--- src/rtl/ifarb_pkg.sv ---
// Shared definitions for the system-interface arbiter: FSM state encoding
// and default sizing constants used by the interface and the top level.
package ifarb_pkg;

   typedef enum logic [1:0] {
      IFARB_IDLE  = 2'd0,
      IFARB_GRANT = 2'd1,
      IFARB_HOLD  = 2'd2,
      IFARB_TURN  = 2'd3
   } ifarb_state_e;

   localparam int IFARB_NREQ_DEFAULT          = 4;
   localparam int IFARB_GRANT_TIMEOUT_DEFAULT = 255;

endpackage

--- src/rtl/ifarb_if.sv ---
// Bundle of the arbiter's request/grant/response signals.
// master: requester and memory side (drives zg, rok, ren).
// slave:  the arbiter itself (drives grants, routed answers and status).
interface ifarb_if
   import ifarb_pkg::*;
#(
   parameter int NREQ = IFARB_NREQ_DEFAULT
) ();

   localparam int OWNER_W = $clog2(NREQ);

   logic [NREQ-1:0]    zg;
   logic               rok;
   logic               ren;
   logic [NREQ-1:0]    zw;
   logic [NREQ-1:0]    ok;
   logic [NREQ-1:0]    en;
   logic               busy;
   logic [OWNER_W-1:0] owner;
   logic               tmo;

   modport master (
      output zg, rok, ren,
      input  zw, ok, en, busy, owner, tmo
   );

   modport slave (
      input  zg, rok, ren,
      output zw, ok, en, busy, owner, tmo
   );

endinterface

--- src/rtl/ifarb_pick.sv ---
// Combinational priority picker: finds the first set request at or after
// the start index, wrapping around. With start tied to zero this is plain
// fixed priority with index 0 highest.
module ifarb_pick #(
   parameter int NREQ = 4
) (
   input  logic [NREQ-1:0]         req,
   input  logic [$clog2(NREQ)-1:0] start,
   output logic [NREQ-1:0]         grant,
   output logic [$clog2(NREQ)-1:0] idx,
   output logic                    valid
);

   localparam int OWNER_W = $clog2(NREQ);

   logic [NREQ-1:0]  req_rot;
   logic [OWNER_W:0] offset;
   logic [OWNER_W:0] sum;

   // Rotate requests so the start index sits at bit 0, take the lowest set
   // bit, then add the start back (mod NREQ) to recover the real index.
   always_comb begin
      req_rot = NREQ'({req, req} >> start);
      offset  = '0;
      for (int j = NREQ - 1; j >= 0; j--) begin
         if (req_rot[j]) begin
            offset = (OWNER_W + 1)'(j);
         end
      end
      sum = offset + {1'b0, start};
      if (sum >= (OWNER_W + 1)'(NREQ)) begin
         sum = sum - (OWNER_W + 1)'(NREQ);
      end
      valid = |req;
      idx   = sum[OWNER_W-1:0];
      grant = valid ? (NREQ'(1) << idx) : '0;
   end

endmodule

--- src/rtl/ifarb.sv ---
// System-interface arbiter: shares one memory/IO interface among NREQ
// requesters with a registered one-hot grant, routes ok/en answers back to
// the owner, inserts a one-cycle turnaround on release, and reclaims the
// interface through a grant watchdog when no answer ever arrives.
// Optional feature: define IFARB_ROUND_ROBIN_EN for rotating priority;
// otherwise fixed priority with requester 0 highest.
module ifarb
   import ifarb_pkg::*;
#(
   parameter int NREQ          = IFARB_NREQ_DEFAULT,
   parameter int GRANT_TIMEOUT = IFARB_GRANT_TIMEOUT_DEFAULT
) (
   input  logic   clk_sys,
   input  logic   clo,
   ifarb_if.slave bus
);

   localparam int OWNER_W = $clog2(NREQ);
   localparam int WDOG_W  = $clog2(GRANT_TIMEOUT + 1);
   localparam logic [WDOG_W-1:0] WDOG_LAST = WDOG_W'(GRANT_TIMEOUT - 1);

   ifarb_state_e       state_q, state_d;
   logic [NREQ-1:0]    zw_q, zw_d;
   logic [OWNER_W-1:0] owner_q, owner_d;
   logic               tmo_q, tmo_d;
   logic [NREQ-1:0]    mask_q, mask_d;
   logic [WDOG_W-1:0]  wdog_q, wdog_d;

   logic [NREQ-1:0]    eligible;
   logic [OWNER_W-1:0] pick_start;
   logic [NREQ-1:0]    pick_grant;
   logic [OWNER_W-1:0] pick_idx;
   logic               pick_valid;
   logic               resp;
   logic               owner_req;

   assign resp      = bus.rok | bus.ren;
   assign owner_req = bus.zg[owner_q];
   assign eligible  = bus.zg & ~mask_q;

`ifdef IFARB_ROUND_ROBIN_EN
   logic [OWNER_W-1:0] rr_ptr_q, rr_ptr_d;
   logic [OWNER_W:0]   ptr_sum;

   assign pick_start = rr_ptr_q;

   // Rotate priority past each new winner so the search starts just after it.
   always_comb begin
      rr_ptr_d = rr_ptr_q;
      ptr_sum  = {1'b0, pick_idx} + (OWNER_W + 1)'(1);
      if (state_q == IFARB_IDLE && pick_valid) begin
         if (ptr_sum == (OWNER_W + 1)'(NREQ)) begin
            rr_ptr_d = '0;
         end else begin
            rr_ptr_d = ptr_sum[OWNER_W-1:0];
         end
      end
   end

   // Round-robin pointer register.
   always_ff @(posedge clk_sys or posedge clo) begin
      if (clo) begin
         rr_ptr_q <= '0;
      end else begin
         rr_ptr_q <= rr_ptr_d;
      end
   end
`else
   assign pick_start = '0;
`endif

   ifarb_pick #(
      .NREQ (NREQ)
   ) u_pick (
      .req   (eligible),
      .start (pick_start),
      .grant (pick_grant),
      .idx   (pick_idx),
      .valid (pick_valid)
   );

   // Next-state logic: arbitration in IDLE, ownership with watchdog in
   // GRANT, atomic hold while an answer is on the bus, one turnaround cycle.
   always_comb begin
      state_d = state_q;
      zw_d    = zw_q;
      owner_d = owner_q;
      tmo_d   = 1'b0;
      wdog_d  = '0;
      mask_d  = mask_q & bus.zg;
      case (state_q)
         IFARB_IDLE: begin
            if (pick_valid) begin
               state_d = IFARB_GRANT;
               zw_d    = pick_grant;
               owner_d = pick_idx;
            end
         end
         IFARB_GRANT: begin
            if (!owner_req) begin
               state_d = IFARB_TURN;
               zw_d    = '0;
            end else if (resp) begin
               state_d = IFARB_HOLD;
            end else if (wdog_q == WDOG_LAST) begin
               state_d         = IFARB_TURN;
               zw_d            = '0;
               tmo_d           = 1'b1;
               mask_d[owner_q] = 1'b1;
            end else begin
               wdog_d = wdog_q + WDOG_W'(1);
            end
         end
         IFARB_HOLD: begin
            // HOLD is only occupied while an answer is asserted, so a low
            // answer here is the falling edge that re-arms the watchdog.
            if (!owner_req) begin
               state_d = IFARB_TURN;
               zw_d    = '0;
            end else if (!resp) begin
               state_d = IFARB_GRANT;
            end
         end
         IFARB_TURN: begin
            state_d = IFARB_IDLE;
            zw_d    = '0;
         end
         default: begin
            state_d = IFARB_IDLE;
            zw_d    = '0;
         end
      endcase
   end

   // Arbiter state registers; reset drops any grant immediately.
   always_ff @(posedge clk_sys or posedge clo) begin
      if (clo) begin
         state_q <= IFARB_IDLE;
         zw_q    <= '0;
         owner_q <= '0;
         tmo_q   <= 1'b0;
         mask_q  <= '0;
         wdog_q  <= '0;
      end else begin
         state_q <= state_d;
         zw_q    <= zw_d;
         owner_q <= owner_d;
         tmo_q   <= tmo_d;
         mask_q  <= mask_d;
         wdog_q  <= wdog_d;
      end
   end

   assign bus.zw    = zw_q;
   assign bus.ok    = bus.rok ? zw_q : '0;
   assign bus.en    = bus.ren ? zw_q : '0;
   assign bus.busy  = (state_q != IFARB_IDLE);
   assign bus.owner = owner_q;
   assign bus.tmo   = tmo_q;

endmodule

--- src/flat_wrapper.sv ---
// flat-port wrapper written by rule: the top's interface ports become plain ports
module ifarb_flat import ifarb_pkg::*;
#(
   parameter int NREQ          = IFARB_NREQ_DEFAULT,
   parameter int GRANT_TIMEOUT = IFARB_GRANT_TIMEOUT_DEFAULT
)
  (clk_sys, clo, bus_zg, bus_rok, bus_ren, bus_zw, bus_ok, bus_en, bus_busy, bus_owner, bus_tmo);
  ifarb_if #(.NREQ(NREQ)) bus_i ();
  input  logic clk_sys;
  input  logic clo;
  input wire logic [$bits(bus_i.zg)-1:0] bus_zg;
  input wire logic [$bits(bus_i.rok)-1:0] bus_rok;
  input wire logic [$bits(bus_i.ren)-1:0] bus_ren;
  output wire logic [$bits(bus_i.zw)-1:0] bus_zw;
  output wire logic [$bits(bus_i.ok)-1:0] bus_ok;
  output wire logic [$bits(bus_i.en)-1:0] bus_en;
  output wire logic [$bits(bus_i.busy)-1:0] bus_busy;
  output wire logic [$bits(bus_i.owner)-1:0] bus_owner;
  output wire logic [$bits(bus_i.tmo)-1:0] bus_tmo;
  assign bus_i.zg = bus_zg;
  assign bus_i.rok = bus_rok;
  assign bus_i.ren = bus_ren;
  assign bus_zw = bus_i.zw;
  assign bus_ok = bus_i.ok;
  assign bus_en = bus_i.en;
  assign bus_busy = bus_i.busy;
  assign bus_owner = bus_i.owner;
  assign bus_tmo = bus_i.tmo;
  ifarb #(.NREQ(NREQ), .GRANT_TIMEOUT(GRANT_TIMEOUT)) u_core (.clk_sys(clk_sys), .clo(clo), .bus(bus_i));
endmodule
--- config.mk ---
export PLATFORM = sky130hd
export DESIGN_NAME = ifarb_flat
export DESIGN_NICKNAME = d
export VERILOG_FILES = /design/src/rtl/ifarb_pkg.sv /design/src/rtl/ifarb_if.sv /design/src/rtl/ifarb_pick.sv /design/src/rtl/ifarb.sv /design/src/flat_wrapper.sv
export SDC_FILE = /design/constraint.sdc
export NUM_CORES = 1
export LEC_CHECK = 0
export CORE_MARGIN = 2
export CORE_UTILIZATION = 50
export DETAILED_ROUTE_END_ITERATION = 6
export PLACE_DENSITY = 0.9
export SLEW_MARGIN = 20
export SYNTH_ARGS = -nofsm -noshare
export SYNTH_HDL_FRONTEND = slang
export SYNTH_SLANG_ARGS = --single-unit
--- constraint.sdc ---
create_clock -name clk_sys -period 1.85 [get_ports clk_sys]
set_clock_uncertainty 0.1 [all_clocks]
set_input_delay 0.37 -clock clk_sys [delete_from_list [all_inputs] [get_ports clk_sys]]
set_output_delay 0.37 -clock clk_sys [all_outputs]
set_load 0.1 [all_outputs]
==> run summary <==
Count leader, synth = dfrtp_1
Vias in the first global route = 1032
Core area = 2210 um2
Hold WC Path Type = input pin to async pin
Clock root cell = clkbuf_4
CTS tree = done
Synth Area in Compound Gates = 13.4%
Final WL = 2750 um
Initial Utilization = 52.9%
Sequential-to-total area share from yosys stat = 44.9%
Worst Path Max Fanout = 7
Share of cells above drive strength 1 = 40.1%
Setup violators final = 0
ANT nets after route = 0
Reg-to-Reg End = u_core.bus.zw[0]$_DFFE_PP0P_
Run status = completed
Htree depth = 1
Fillers = 139
Initial antenna violation count = 0
Fin crit share = 97.9%
F_max = 552 MHz
Synth Area in Simple Gates = 25.6%
Main synth FF type = dfrtp_1
End point of the critical path = bus_busy
Slew Viols, Final = 0
Slew @ Worst Pin = 0.337 ns
XOR/XNOR share of the synthesized area = 4.49%
Synth Warn # = 0
Post-synth top cells = dfrtp_1, nor2_1, and2_1
First DRT Iteration DRCs = 23
Placed wire-length estimate = 2220 um
Slew HR = 77.4%
# rows = 17
Max Cap Viol = 0
Number of CTS-inserted buffers = 3
Chip width = 52.4 um
Reg2Reg Setup Slack = 0.08 ns
Layout area overhead = 47.5%
Multiplexer share of the synthesized area = 6.30%
Synth Net Count = 118
Cells taking the most area after synthesis = dfrtp_1, a32o_1, and2_1
Bufs on Longest Clock Path = 2
R2R Path Start = u_core.mask_q[1]$_DFF_PP0_
CP endpoint kind = output pin
Gr ovfl total = 0
WP data arrival = 1.34 ns
RSZ-0062 raised after global routing = no
Most area-hungry cell type in the Yosys netlist = dfrtp_1
Post-Syn Area = 1170 um2
# DRC = 0
Mapped Cells = 108
Total negative slack = 0 ns
WP data required = 1.38 ns
Routability cong. = 0.911
Post-DR vias/cell = 5.75
Asr flop ratio synth = 100%
Leak = 0.000783 uW
CP startpoint kind = flip-flop
First-pass GRT wire length = 4570 um
GRT busiest layer = met2
Final min period = 1.81 ns
Post-Syn Area per Cell = 10.8 um2
Pwr dens = 1280 nW/um2
GRT Total Usage = 22.7%
Post-synth top area share = 44.9%
Antenna cells = 0
Final Hold Fails = 0
Clock-pin slew on the worst setup and hold paths = 0.12 ns
TritonCTS sink count = 21
Distinct cells, synth = 39
Worst Setup Path Type = flip-flop to output pin
Ports = 24
Main combinational cell family by area after synthesis = simple AND/OR/NAND/NOR gates
Routed via count = 1006
IO buf count = 23
Wire per inst = 15.7 um
Post-synth EDFFs = 0
Met3 usage = 2.00%
Met1 usage = 27.7%
Largest net degree at the start of global routing = 22
Cells on worst reg2reg path = 4
Util after Layout = 78.1%
Global-route track usage on met2 = 39.8%
Clock latency at the later pin of the worst-skew pair = 0.32 ns
Die H = 52.4 um
Die area = 2750 um2
Maximum vdd drop = 1.34 mV
FF+latch count, synth = 21
Cts hold-fix bufs = 0
Initial DRT Pass Iterations = 4
Fin nets = 158
Synth Area in Adders = 2.14%
CP startpoint = u_core.state_q[0]$_DFFE_PP0P_
-- repair_timing --
item                                    CTS  global route
endpoints found under the hold margin     0             0
endpoints found under the setup margin    2             1
buffers inserted                          0             0
resized for setup                         3             1
pin swaps                                 2             0
-- metal layers --
metal  vias up  routed length (um)
met2        25                1460
met3         9                  83
met1       507                1140
met4         0                  77
li1        465                   -
met5         -                   0
-- cell usage in the layout, fill, tap and decap left out, types with 2 or more instances in the layout --
cell	n
nand2_1	4
dfrtp_2	6
xor2_1	5
a32o_1	5
buf_4	13
dlygate4sd2_1	3
and3_1	3
dfrtp_1	14
inv_1	7
clkdlybuf4s50_1	4
and2b_1	3
a21oi_1	2
and2_2	8
and2b_2	2
ha_1	2
a22o_1	2
nand3_1	3
nor2_1	13
clkbuf_4	3
mux2i_1	4
buf_12	16
-- area by class of cell --
| cell class | count | area, um2 | area share, % |
|---|---|---|---|
| inverters | 7 | 26.3 | 1.52 |
| well taps | 28 | 35.0 | 2.03 |
| repair buffers | 36 | 484 | 28.0 |
| clock buffers | 3 | 22.5 | 1.30 |
| multi-input cells | 79 | 618 | 35.8 |
| flip-flops and latches | 21 | 537 | 31.1 |
| clock inverters | 1 | 5.00 | 0.290 |
-- cell families after synthesis --
logic type,after synthesis
flip-flops,21
AND/OR/NAND/NOR,48
buffers and inverters,8
multiplexers,6
AO/OA/AOI/OAI,17
adder cells (fa/ha/maj),2
XOR/XNOR,6
-- critical path, stage by stage, from the launching register on --
cell	delay (ns)
dfrtp_1	0.50
nor2_1	0.10
inv_1	0.21
buf_12	0.21
-- worst min path at each step --
stage	startpoint	endpoint	slack (ns)	depth (start not counted)
detailed placement	u_core.mask_q[3]$_DFF_PP0_	u_core.mask_q[3]$_DFF_PP0_	0.38	1
floorplan	clo	u_core.bus.owner[0]$_DFFE_PP0P_	0.25	1
global placement	u_core.mask_q[3]$_DFF_PP0_	u_core.mask_q[3]$_DFF_PP0_	0.38	1
CTS	clo	u_core.mask_q[0]$_DFF_PP0_	0.29	3
finish	clo	u_core.wdog_q[0]$_DFF_PP0_	0.28	3
global route	clo	u_core.mask_q[0]$_DFF_PP0_	0.32	3
-- power by group --
part / switching (uW) / internal (uW) / total (uW)
sequential: 119 / 537 / 655
clock: 146 / 81.1 / 227
combinational: 822 / 516 / 1340
-- per-stage QoR --
stage               total power (uW)  hold WS, ns  std cells  cell area (um2)  worst slack, ns
finish                          2220        0.277        175             1730           0.0389
floorplan                       1520        0.246        108             1190           -0.153
detailed placement              2000        0.384        171             1700           -0.373
CTS                             2220        0.294        175             1730           0.0373
global placement                1950        0.385        171             1700           -0.315
global route                    2290        0.320        175             1730          0.00128
-- state kept, by name (all words and copies together), names as in the netlist --
register and flops:
u_core.wdog_q 8, u_core.bus.zw 4, u_core.mask_q 4, u_core.bus.owner 2, u_core.state_q 2, u_core.bus.tmo 1
Power figures use the tool's default switching activity.
